**config.mk**
```make
export PLATFORM = sky130hd
export DESIGN_NAME = cur_blk_pingpong
export DESIGN_NICKNAME = d
export VERILOG_FILES = /design/src/rtl/cur_blk_pingpong.sv
export SDC_FILE = /design/constraint.sdc
export NUM_CORES = 1
export LEC_CHECK = 0
export ABC_CLOCK_PERIOD_IN_PS = 3450
export BUFFER_PORTS_ARGS = -buffer_cell sky130_fd_sc_hd__buf_2
export CORE_MARGIN = 1
export CORE_UTILIZATION = 59
export CTS_BUF_LIST = sky130_fd_sc_hd__clkbuf_4 sky130_fd_sc_hd__clkbuf_8 sky130_fd_sc_hd__clkbuf_16
export CTS_CLUSTER_SIZE = 20
export DETAILED_ROUTE_END_ITERATION = 12
export GPL_TIMING_DRIVEN = 0
export PLACE_DENSITY = 0.84
export SETUP_SLACK_MARGIN = 0.02
export SYNTH_ARGS = -nofsm -noshare
export SYNTH_HDL_FRONTEND = slang
export SYNTH_SLANG_ARGS = --single-unit
export TNS_END_PERCENT = 5
```
**constraint.sdc**
```tcl
create_clock -name clk -period 3.45 [get_ports clk]
set_clock_uncertainty 0.05 [all_clocks]
set_input_delay 0.345 -clock clk [delete_from_list [all_inputs] [get_ports clk]]
set_output_delay 0.345 -clock clk [all_outputs]
set_load 0.02 [all_outputs]
```
**src/rtl/cur_blk_pingpong.sv**
```systemverilog
// cur_blk_pingpong: two-bank store for the current motion-estimation block.
// Beats fill the write bank while the ME engine reads the other bank in parallel.
module cur_blk_pingpong #(
  parameter  int BLK_W    = 8,
  parameter  int BLK_H    = 8,
  parameter  int PIX_W    = 8,
  parameter  int BEAT_PIX = 2,
  localparam int NPIX     = BLK_W * BLK_H,
  localparam int BEATS    = NPIX / BEAT_PIX,
  localparam int CW       = (BEATS > 1) ? $clog2(BEATS) : 1
) (
  input  logic                      clk,
  input  logic                      rst,
  input  logic                      pause_in,
  input  logic                      flush,
  input  logic                      in_valid,
  input  logic [BEAT_PIX*PIX_W-1:0] in_data,
  output logic                      in_ready,
  output logic                      blk_valid,
  output logic [NPIX*PIX_W-1:0]     blk_data,
  output logic                      blk_bank,
  input  logic                      blk_release,
  output logic [CW-1:0]             wr_beat,
  output logic [1:0]                banks_full
);

  if (BEATS * BEAT_PIX != NPIX) begin : g_bad_beat
    $error("BEAT_PIX must divide BLK_W*BLK_H");
  end

  logic [PIX_W-1:0] bank_q [2][NPIX];
  logic [PIX_W-1:0] lane [BEAT_PIX];

  logic [1:0]    full_q, full_d;
  logic          wr_bank_q, wr_bank_d;
  logic          rd_bank_q, rd_bank_d;
  logic [CW-1:0] beat_q, beat_d;

  logic can_take;
  logic accept;
  logic last;
  logic rel;

  // Reset only gates the port; internal acceptance never depends on it.
  assign can_take = !pause_in & !full_q[wr_bank_q] & !flush;
  assign in_ready = rst & can_take;
  assign accept   = in_valid & can_take;
  assign last     = (beat_q == CW'(BEATS - 1));
  assign rel      = blk_release & full_q[rd_bank_q];

  assign blk_valid  = full_q[rd_bank_q];
  assign blk_bank   = rd_bank_q;
  assign wr_beat    = beat_q;
  assign banks_full = full_q;

  // Split the beat into pixels; the top field is the lowest pixel index.
  always_comb begin
    lane = '{default: '0};
    for (int j = 0; j < BEAT_PIX; j++) begin
      lane[j] = in_data[(BEAT_PIX-1-j)*PIX_W +: PIX_W];
    end
  end

  // Next-state for beat count, bank ownership and full flags.
  always_comb begin
    beat_d    = beat_q;
    full_d    = full_q;
    wr_bank_d = wr_bank_q;
    rd_bank_d = rd_bank_q;
    if (flush) begin
      beat_d    = '0;
      full_d    = 2'b00;
      wr_bank_d = 1'b0;
      rd_bank_d = 1'b0;
    end else begin
      // A release and a write can only target different banks.
      if (rel) begin
        full_d[rd_bank_q] = 1'b0;
        rd_bank_d         = !rd_bank_q;
      end
      if (accept) begin
        if (last) begin
          full_d[wr_bank_q] = 1'b1;
          wr_bank_d         = !wr_bank_q;
          beat_d            = '0;
        end else begin
          beat_d = beat_q + 1'b1;
        end
      end
    end
  end

  // Control state registers.
  always_ff @(posedge clk or negedge rst) begin
    if (!rst) begin
      beat_q    <= '0;
      full_q    <= 2'b00;
      wr_bank_q <= 1'b0;
      rd_bank_q <= 1'b0;
    end else begin
      beat_q    <= beat_d;
      full_q    <= full_d;
      wr_bank_q <= wr_bank_d;
      rd_bank_q <= rd_bank_d;
    end
  end

  // Pixel storage; flush leaves contents alone.
  always_ff @(posedge clk or negedge rst) begin
    if (!rst) begin
      for (int b = 0; b < 2; b++) begin
        for (int i = 0; i < NPIX; i++) begin
          bank_q[b][i] <= '0;
        end
      end
    end else if (accept) begin
      for (int i = 0; i < NPIX; i++) begin
        if (beat_q == CW'(i / BEAT_PIX)) begin
          bank_q[wr_bank_q][i] <= lane[i % BEAT_PIX];
        end
      end
    end
  end

  // Flatten the read bank; pixel 0 sits in the top field.
  always_comb begin
    blk_data = '0;
    for (int i = 0; i < NPIX; i++) begin
      blk_data[(NPIX-1-i)*PIX_W +: PIX_W] = bank_q[rd_bank_q][i];
    end
  end

endmodule

```
==> impl_metrics.tcl, run 1 <==
set metrics [dict create \
    first_global_vias 29600 \
    postLayoutCellArea_um2 53800 \
    slowest_delay_ns 1.03 \
    ir_worst_vdd_mv 0.534 \
    cts_max_path_buffers 3 \
    yosys_warnings 0 \
    io_buffers 527 \
    report.final.slew_viol_count 0 \
    synth_area_per_cell_um2 15.3 \
    initial_utilization 0.598 \
    num_rows 101 \
    reg2reg_depth 8 \
    seq_area_frac_synth 0.566 \
    synth.ff_latch_count 1033 \
    gp_congestion 0.954 \
    crit_path_top_delay_cell "buf_1" \
    cp_top_family "buffers and inverters" \
    holdWs_ns 0.164 \
    core_um2 76300 \
    hp-start "flush" \
    crit_buf_inv 4 \
    reg2reg_slack_ns 0.06 \
    leakagePower_nw 28.8 \
    synthesis.area_um2 45700 \
    start_kind "register" \
    synthToLayoutAreaGrowth_pct 17.7 \
    required_ns 3.05 \
    design_power_total_mw 26.6 \
    antenna_found_initial 10 \
    vias 29400 \
    synth.largest_area_cell "dfrtp_1" \
    yosys-top-cells-area "dfrtp_1 (57%), mux2_2 (38%), clkbuf_1 (1.3%), nor4_4 (0.75%), buf_2 (0.67%)" \
    synth.top_cell.area_share 0.566 \
    end_kind "output pin" \
    drt_pass1_iterations 6 \
    postLayoutSetupSlackWorst_ns -0.191 \
    power_per_cell_area_nw_per_um2 495 \
    worstPathCellList "clkbuf_1 -> clkbuf_2 -> buf_1 -> mux2_2 -> buf_2" \
    numCtsBuffers 104 \
    dpl_cell_area_um2 49800 \
    die_w_um 280 \
    setup_viol 68 \
    synthArstFlopShare 1.00 \
    synth.distinct_cells 45 \
    clk_pin_slew_ns 0.06 \
    hpwl_um 101000 \
    overflow 0 \
    syn_inst 2982 \
    cts_max_level 3 \
    ant_nets 0 \
    grt_usage 0.371 \
    rsz0062_at_grt "true" \
    crit_arrival_ns 3.25 \
    drt-vias-per-instance 6.20 \
    synth_nets 3010 \
    violations "negative setup slack" \
    routed_wl_um 146000 \
    grt_max_degree 172 \
    insertion_delay_ns 0.69 \
    synth_ff_type "dfrtp_1" \
    wl_per_cell_um 30.8 \
    place_ws_ns -0.0694 \
    slew_headroom 0.0371 \
    cts_sinks 1033 \
    holdCritPathClass "in2reg" \
    r2r_start "wr_beat[0]" \
    r2r-end "bank_q[518]" \
    die_area_um2 78500 \
    root_buffer "clkbuf_16" \
    drive_gt1_frac 0.657 \
    first_iter_violations 2332 \
    cts_tree "yes" \
    dieHeight_um 280 \
    final_nets 3651 \
    fin_crit_sh 1.06 \
    drc 0 \
    period_minus_slack_ns 3.64 \
    hold_depth 3 \
    crit_path_start "blk_bank" \
    hold_viol 0 \
    cap_violations 0 \
    fmax_ghz 0.275 \
    path_max_fanout 10 \
    fin_util 0.704 \
    status "complete, but fails checks" \
    nFillCells 5145 \
    critPathKind "reg2out" \
    worst_pin_slew_ns 1.44 \
    hold_end "wr_beat[1]" \
    synth-edff-count 0 \
    io_pins 544 \
    grt_pass1_wl_um 207000 \
]
synth_stat cells, types with 4 or more instances:
cell type     n
a21oi_1       4
and3_1        4
and3b_1       7
buf_1        28
buf_2        61
buf_4         6
buf_6        15
clkbuf_1    155
dfrtp_1    1033
ha_1          6
inv_1         4
mux2_2     1538
nand2_1       5
nand3_1      21
nand3_2      10
nand3b_1      6
nand4_1      18
nor3b_1       6
nor4_4       16
o21ai_0       4
or3b_2        4
state kept, by name, summed over array words and instances, names as in the netlist:
| signal | flops |
|---|---|
| blk_bank | 1 |
| bank_q | 1024 |
| wr_beat | 5 |
| banks_full | 2 |
| wr_bank_q | 1 |
metal layers:
| metal | part of all wire | GRT usage | up-vias |
|---|---|---|---|
| li1 | - | - | 12000 |
| met1 | 0.40 | 0.501 | 15700 |
| met2 | 0.46 | 0.568 | 1338 |
| met3 | 0.081 | 0.0808 | 383 |
| met4 | 0.057 | 0.192 | 4 |
| met5 | 0.00012 | 0 | - |
cell families after synthesis:
family | Yosys count | share of synthesized area
muxes | 1539 | 0.379
DFF | 1033 | 0.566
buffers and inverters | 272 | 0.0277
and+or+nand+nor | 118 | 0.0234
AOI/OAI and AO/OA | 14 | 0.00192
adders and majority gates | 6 | 0.00164
stage by stage:
| step | instances | TNS [ns] |
|---|---|---|
| CTS | 4739 | -11.81 |
| global placement | 4539 | - |
| floorplan | 2982 | 0 |
| detailed placement | 4545 | -0.432 |
| global route | 4741 | -7.58 |
| finish | 4743 | -5.07 |
report_power, final:
group / internal (mW) / switching (mW) / total, mW
clock: 7.33 / 5.00 / 12.3
sequential: 12.4 / 0.139 / 12.5
combinational: 0.575 / 1.18 / 1.75
repair_timing:
action                                  4_1_cts  5_1_grt
hold buffers                                  2        0
resized for setup                            58       19
setup buffers                                 0        0
endpoints found under the setup margin      417      274
hold endpoints to repair                    128        0
worst max-delay path by stage:
stage / to / slack, ns / depth (start not counted)
finish: blk_data[432] / -0.19 / 5
global placement: bank_q[189] / -20.35 / 1
CTS: blk_data[276] / -0.23 / 5
global route: blk_data[432] / -0.17 / 5
detailed placement: blk_data[5] / -0.07 / 6
floorplan: bank_q[518] / 0.81 / 9
worst register-to-register path: stages, from the launching register on:
cell	delay, ns
dfrtp_1	0.45
ha_1	0.20
clkbuf_1	0.56
and3_1	0.29
ha_1	0.15
clkbuf_1	0.32
nand3_1	0.53
buf_2	0.42
mux2_2	0.31
layout make-up:
class,instances,area (um2),share of cell area
inverter,4,15.0,0.000279
tap,1030,1290,0.0240
clock inverter,42,686,0.0128
buffer,268,1380,0.0256
timing repair buffer,535,2840,0.0529
sequential,1033,25800,0.481
antenna,4,10.0,0.000186
clock buffer,150,3130,0.0582
multi-input combinational,1677,18600,0.345
cells in the final DEF, fill, tap and decap left out, types with 5 or more instances in the layout:
cell and n:
buf_1 19, nor3b_1 6, clkbuf_2 29, buf_16 6
clkbuf_16 105, nor4_4 16, clkinv_2 19, nand3b_1 6
clkbuf_1 114, buf_6 15, clkbuf_4 30, mux2_2 1538
ha_1 6, clkbuf_8 31, nand3_1 21, and3b_1 7
bufinv_16 13, dfrtp_1 1033, buf_4 9, nand4_1 18
nand2_1 5, nand3_2 10, buf_2 588
(Power assumes the default switching activity.)
==> inputs of run 2 (changes only) <==
TNS_END_PERCENT = not set   (was 5)
==> run 2 against run 1 <==
  * The run still ends with negative setup slack left
  * Sequential power hardly changed
  * Clock power hardly changed
  * Hold slack better by 0.011 ns
  * Critical path depth stayed put
  * Die area stayed put
  * Setup slack better by 0.18 ns
  * Cell area hardly changed
  * Via count is 0.12% higher
  * Count of clock-buffer cells in the layout stayed put
  * Combinational power hardly changed
  * Non-clock buffer count is 1 higher
  * Critical endpoint is now blk_data[66]
  * Largest cell class unchanged
==> impl_metrics.tcl, run 2 (synthesized netlist as in run 1, its figures left out) <==
set metrics [dict create \
    status "complete, but fails checks" \
    violations "negative setup slack" \
    worst_pin_slew_ns 1.41 \
    first_iter_violations 2455 \
    regMostFlops "bank_q" \
    slowest_delay_ns 0.75 \
    setup_viol 1 \
    fmax_ghz 0.289 \
    wl_per_cell_um 30.9 \
    grt_max_degree 172 \
    swShare 0.238 \
    root_buffer "clkbuf_16" \
    end_kind "output pin" \
    die_w_um 280 \
    holdCritPathClass "in2reg" \
    drive_gt1_frac 0.658 \
    power_per_cell_area_nw_per_um2 495 \
    hold_end "wr_beat[1]" \
    overflow 0 \
    drc 0 \
    post-cts-setup-buffers 0 \
    leakagePower_nw 28.8 \
    crit_buf_inv 4 \
    report.final.slew_viol_count 0 \
    cts_max_level 3 \
    nFillCells 5130 \
    numCtsBuffers 104 \
    cp_common_cell "clkbuf_1" \
    synthToLayoutAreaGrowth_pct 17.8 \
    mostFrequentLayoutCells "mux2_2 (1538), dfrtp_1 (1033), buf_2 (587)" \
    ant_nets 0 \
    comb_power_share 0.066 \
    final_nets 3652 \
    design_power_total_mw 26.6 \
    insertion_delay_ns 0.69 \
    io_buffers 527 \
    start_kind "register" \
    cap_violations 0 \
    largest_reg_flops 1024 \
    p_sw_mw 6.34 \
    cp_top_family "buffers and inverters" \
    die_area_um2 78500 \
    core_um2 76300 \
    critPathKind "reg2out" \
    rsz0062_at_grt "true" \
    top_layer "met5" \
    r2r_start "wr_beat[3]" \
    period_minus_slack_ns 3.46 \
    routed_wl_um 147000 \
    final_common_cell "mux2_2" \
    vias 29400 \
    reg2reg_depth 9 \
    fin_crit_sh 1.00 \
    cts_max_path_buffers 3 \
    initial_utilization 0.598 \
    grt_usage 0.371 \
    worstPathCellList "clkbuf_1 -> clkbuf_1 -> clkbuf_2 -> mux2_2 -> buf_2" \
    cts_sinks 1033 \
    cts_tree "yes" \
    drt-vias-per-instance 6.20 \
    wl_met2_um 67900 \
    io_pins 544 \
    r2r-end "bank_q[518]" \
    first_global_vias 29700 \
    drt_pass1_iterations 5 \
    path_max_fanout 10 \
    clk_pin_slew_ns 0.06 \
    crit_arrival_ns 3.07 \
    p_clk_frac 0.464 \
    num_rows 101 \
    dr_wl_met3_um 12100 \
    ir_worst_vdd_mv 0.533 \
    antenna_found_initial 10 \
    reg2reg_slack_ns 0.11 \
    gp_congestion 0.954 \
    crit_path_top_delay_cell "clkbuf_2" \
    hold_depth 3 \
    place_ws_ns -0.0694 \
    grt_pass1_wl_um 207000 \
    hold_viol 0 \
    slew_headroom 0.0609 \
    m1WireLength_um 58800 \
    hpwl_um 101000 \
    pwr-share-seq 0.470 \
    p_int_mw 20.3 \
    postLayoutSetupSlackWorst_ns -0.0103 \
    hp-start "flush" \
    dieHeight_um 280 \
    required_ns 3.05 \
]
run 2: per-stage QoR:
| step | instances | area (um2) | util | setup TNS, ns | hold WS, ns |
|---|---|---|---|---|---|
| finish | 4748 | 53800 | 0.705 | -0.0103 | 0.175 |
| global route | 4742 | 53800 | 0.705 | 0 | 0.196 |
| CTS | 4739 | 53800 | 0.704 | -12.40 | 0.140 |
| detailed placement | 4545 | 49800 | 0.652 | -0.432 | 0.355 |
| global placement | 4539 | 49600 | 0.650 | - | 0.431 |
| floorplan | 2982 | 45700 | - | 0 | -0.000591 |
run 2: power by group through the flow:
stage | clock network [mW] | logic (mW) | registers (mW)
finish | 12.4 | 1.76 | 12.5
CTS | 12.4 | 1.75 | 12.5
global route | 12.9 | 1.86 | 12.5
floorplan | 0 | 0.922 | 12.7
global placement | 0 | 1.70 | 12.7
detailed placement | 0 | 1.74 | 12.7
run 2: cell type report:
class | instances | area, um2 | area share
Buffer | 268 | 1390 | 0.0259
Timing Repair Buffer | 536 | 2860 | 0.0532
Tap cell | 1030 | 1290 | 0.0240
Antenna cell | 8 | 20.0 | 0.000372
Clock inverter | 42 | 686 | 0.0127
Clock buffer | 150 | 3130 | 0.0582
Sequential cell | 1033 | 25800 | 0.480
Inverter | 4 | 15.0 | 0.000279
Multi-Input combinational cell | 1677 | 18600 | 0.345
run 2: metal layers:
metal / GRT usage / up-vias
met4: 0.192 / 4
met2: 0.568 / 1390
met1: 0.501 / 15700
li1: - / 12000
met3: 0.0803 / 369
met5: 0 / -
run 2: tightest hold or removal path, cell delays in order:
cell and delay (ns):
buf_2 0.12, clkbuf_1 0.22, a21oi_1 0.16
run 2: repair_timing:
action                                  in CTS  in global routing
hold endpoints to repair                   128                  0
cloned                                       0                  1
endpoints found under the setup margin     417                264
hold buffers                                 2                  0
gates resized for setup                     61                 25
run 2: how the worst max path moves through the flow:
stage          depth (start not counted)        from  slack [ns]             to
6_report                               5    blk_bank       -0.01   blk_data[66]
5_1_grt                                5    blk_bank        0.01   blk_data[66]
4_1_cts                                5    blk_bank       -0.23  blk_data[276]
3_5_place_dp                           6    blk_bank       -0.07    blk_data[5]
3_3_place_gp                           1         rst      -20.35    bank_q[189]
2_1_floorplan                          9  wr_beat[3]        0.81    bank_q[518]
==> inputs of run 3 (changes only) <==
ABC_CLOCK_PERIOD_IN_PS = 3100   (was 3450)
CORE_UTILIZATION = 53   (was 59)
PLACE_DENSITY = 0.8   (was 0.84)
clock period = 3.1 ns   (was 3.45 ns; I/O delays follow)
==> run 3 against run 2 <==
  * The flow finishes with violations (negative hold slack)
  * Sequential cell count is the same
  * Total power increased by 9.0%
  * First-iteration DRC count fell by 15%
  * Utilization fell by 6.9 points
  * Sequential share of layout area decreased by 0.38 points
  * Setup slack better by 0.088 ns
  * Count of clock-buffer cells in the layout decreased by 3
  * Final cell count rose by 2.8%
  * Non-clock buffer count rose by 26
  * Largest cell class unchanged
==> impl_metrics.tcl, run 3 (synthesized netlist as in run 1, its figures left out) <==
set metrics [dict create \
    status "complete, but fails checks" \
    violations "negative hold slack" \
    hold_viol 113 \
    multiInputGateArea_um2 18600 \
    cts_tree "yes" \
    end_kind "register" \
    holdCritPathClass "in2async" \
    cts_max_path_buffers 3 \
    crit_path_top_delay_cell "clkbuf_1" \
    dpl_cell_area_um2 50000 \
    fin_util 0.636 \
    first_iter_violations 2076 \
    rsz0062_at_grt "false" \
    cts_sinks 1033 \
    drt_pass1_iterations 5 \
    nFillCells 6413 \
    ir_worst_vdd_mv 0.451 \
    reg2reg_slack_ns 0.08 \
    overflow 0 \
    drt-vias-per-instance 5.97 \
    worst_pin_slew_ns 1.40 \
    grt_max_degree 171 \
    endpoint "bank_q[44]" \
    wl_per_cell_um 30.8 \
    reg2reg_depth 7 \
    synthToLayoutAreaGrowth_pct 18.7 \
    first_global_vias 29300 \
    root_buffer "clkbuf_16" \
    crit_buf_inv 3 \
    die_area_um2 87400 \
    routed_wl_um 150000 \
    die_w_um 296 \
    holdWs_ns -0.400 \
    clk_pin_slew_ns 0.07 \
    slew_headroom 0.0682 \
    insertion_delay_ns 0.67 \
    period_minus_slack_ns 3.02 \
    drc 0 \
    grt_pass1_wl_um 211000 \
    largest_reg_flops 1024 \
    initial_utilization 0.536 \
    report.final.slew_viol_count 0 \
    cap_violations 0 \
    hpwl_um 104000 \
    io_buffers 527 \
    vias 29200 \
    dieHeight_um 296 \
    mostFrequentLayoutCells "mux2_2 (1538), dfrtp_1 (1033), buf_2 (586)" \
    regMostFlops "bank_q" \
    r2r_start "wr_beat[1]" \
    final_common_cell "mux2_2" \
    power_per_cell_area_nw_per_um2 535 \
    setup_viol 0 \
    fmax_ghz 0.331 \
    crit_path_start "wr_beat[1]" \
    required_ns 3.62 \
    fin_crit_sh 0.975 \
    slowest_delay_ns 0.54 \
    place_ws_ns -0.484 \
    path_max_fanout 10 \
    final_nets 3680 \
    io_pins 544 \
    start_kind "register" \
    design_power_total_mw 29.0 \
    cts_max_level 3 \
    ant_nets 0 \
    numCtsBuffers 106 \
    grt_usage 0.343 \
    crit_arrival_ns 3.54 \
    postLayoutCellArea_um2 54200 \
    antenna_found_initial 7 \
    core_um2 85300 \
    drive_gt1_frac 0.663 \
    r2r-end "bank_q[44]" \
    num_rows 107 \
    tns_ns 0 \
    critPathKind "reg2reg" \
    crit_cells 7 \
    cts_hold_buf 4 \
    postLayoutSetupSlackWorst_ns 0.0780 \
    cp_top_family "buffers and inverters" \
    seqCellArea_um2 25800 \
    worstPathCellList "inv_1 -> ha_1 -> clkbuf_1 -> and3_1 -> nand4_1 -> buf_2 -> mux2_2" \
    gp_congestion 0.919 \
    leakagePower_nw 28.9 \
]
[run 3: cell count changes in the layout (fill, tap and decap cells not counted), sizes merged]
cell           previous run  this run
buf                     636       672
clkbuf                  314       303
bufinv                   13         5
diode                     8         2
clkinv                   24        29
inv                       7        11
clkinvlp                  2         4
clkdlybuf4s15             1         0
clkdlybuf4s18             1         0
[run 3: worst register-to-register path, stage by stage, from the launching register on]
cell and delay (ns):
dfrtp_1 0.45, inv_1 0.11, ha_1 0.15, clkbuf_1 0.54
and3_1 0.30, nand4_1 0.54, buf_2 0.46, mux2_2 0.31
[run 3: through the flow]
stage / hold WS (ns) / cells
after floorplan: -0.0356 / 2982
after global placement: 0.431 / 4653
after detailed placement: 0.202 / 4661
after CTS: -0.366 / 4857
after global routing: -0.334 / 4881
final: -0.400 / 4882
[run 3: area by class of cell]
type,count,share of cell area
flip-flops and latches,1033,0.477
multi-input cells,1677,0.343
clock buffers,147,0.0578
repair buffers,563,0.0574
plain buffers,267,0.0299
well taps,1144,0.0264
clock inverters,45,0.00860
inverters,4,0.000277
diodes,2,0.0000923
[run 3: how the worst min path moves through the flow]
stage                     cells after the start        start  slack [ns]     endpoint
after floorplan                               0          rst       -0.04    bank_q[0]
after global placement                        1  bank_q[168]        0.43  bank_q[168]
after detailed placement                      1          rst        0.20  bank_q[828]
after CTS                                     2          rst       -0.37  bank_q[808]
after global routing                          2          rst       -0.33  bank_q[808]
final                                         2          rst       -0.40  bank_q[346]
[run 3: layer usage]
layer,vias up,wire length (um),track usage
li1,12100,-,-
met1,15600,62000,0.463
met2,1186,70400,0.537
met3,307,11200,0.0706
met4,6,6750,0.148
met5,-,31,0
[run 3: what timing repair did]
item / 4_1_cts / 5_1_grt
pin swaps: 0 / 4
endpoints found under the setup margin: 534 / 231
buffers inserted: 0 / 24
endpoints found under the hold margin: 161 / 113
gates resized for setup: 142 / 6
[run 3: report_power, final]
| part | internal [mW] | switching (mW) |
|---|---|---|
| Sequential | 13.8 | 0.146 |
| Clock | 7.51 | 5.60 |
| Combinational | 0.650 | 1.33 |
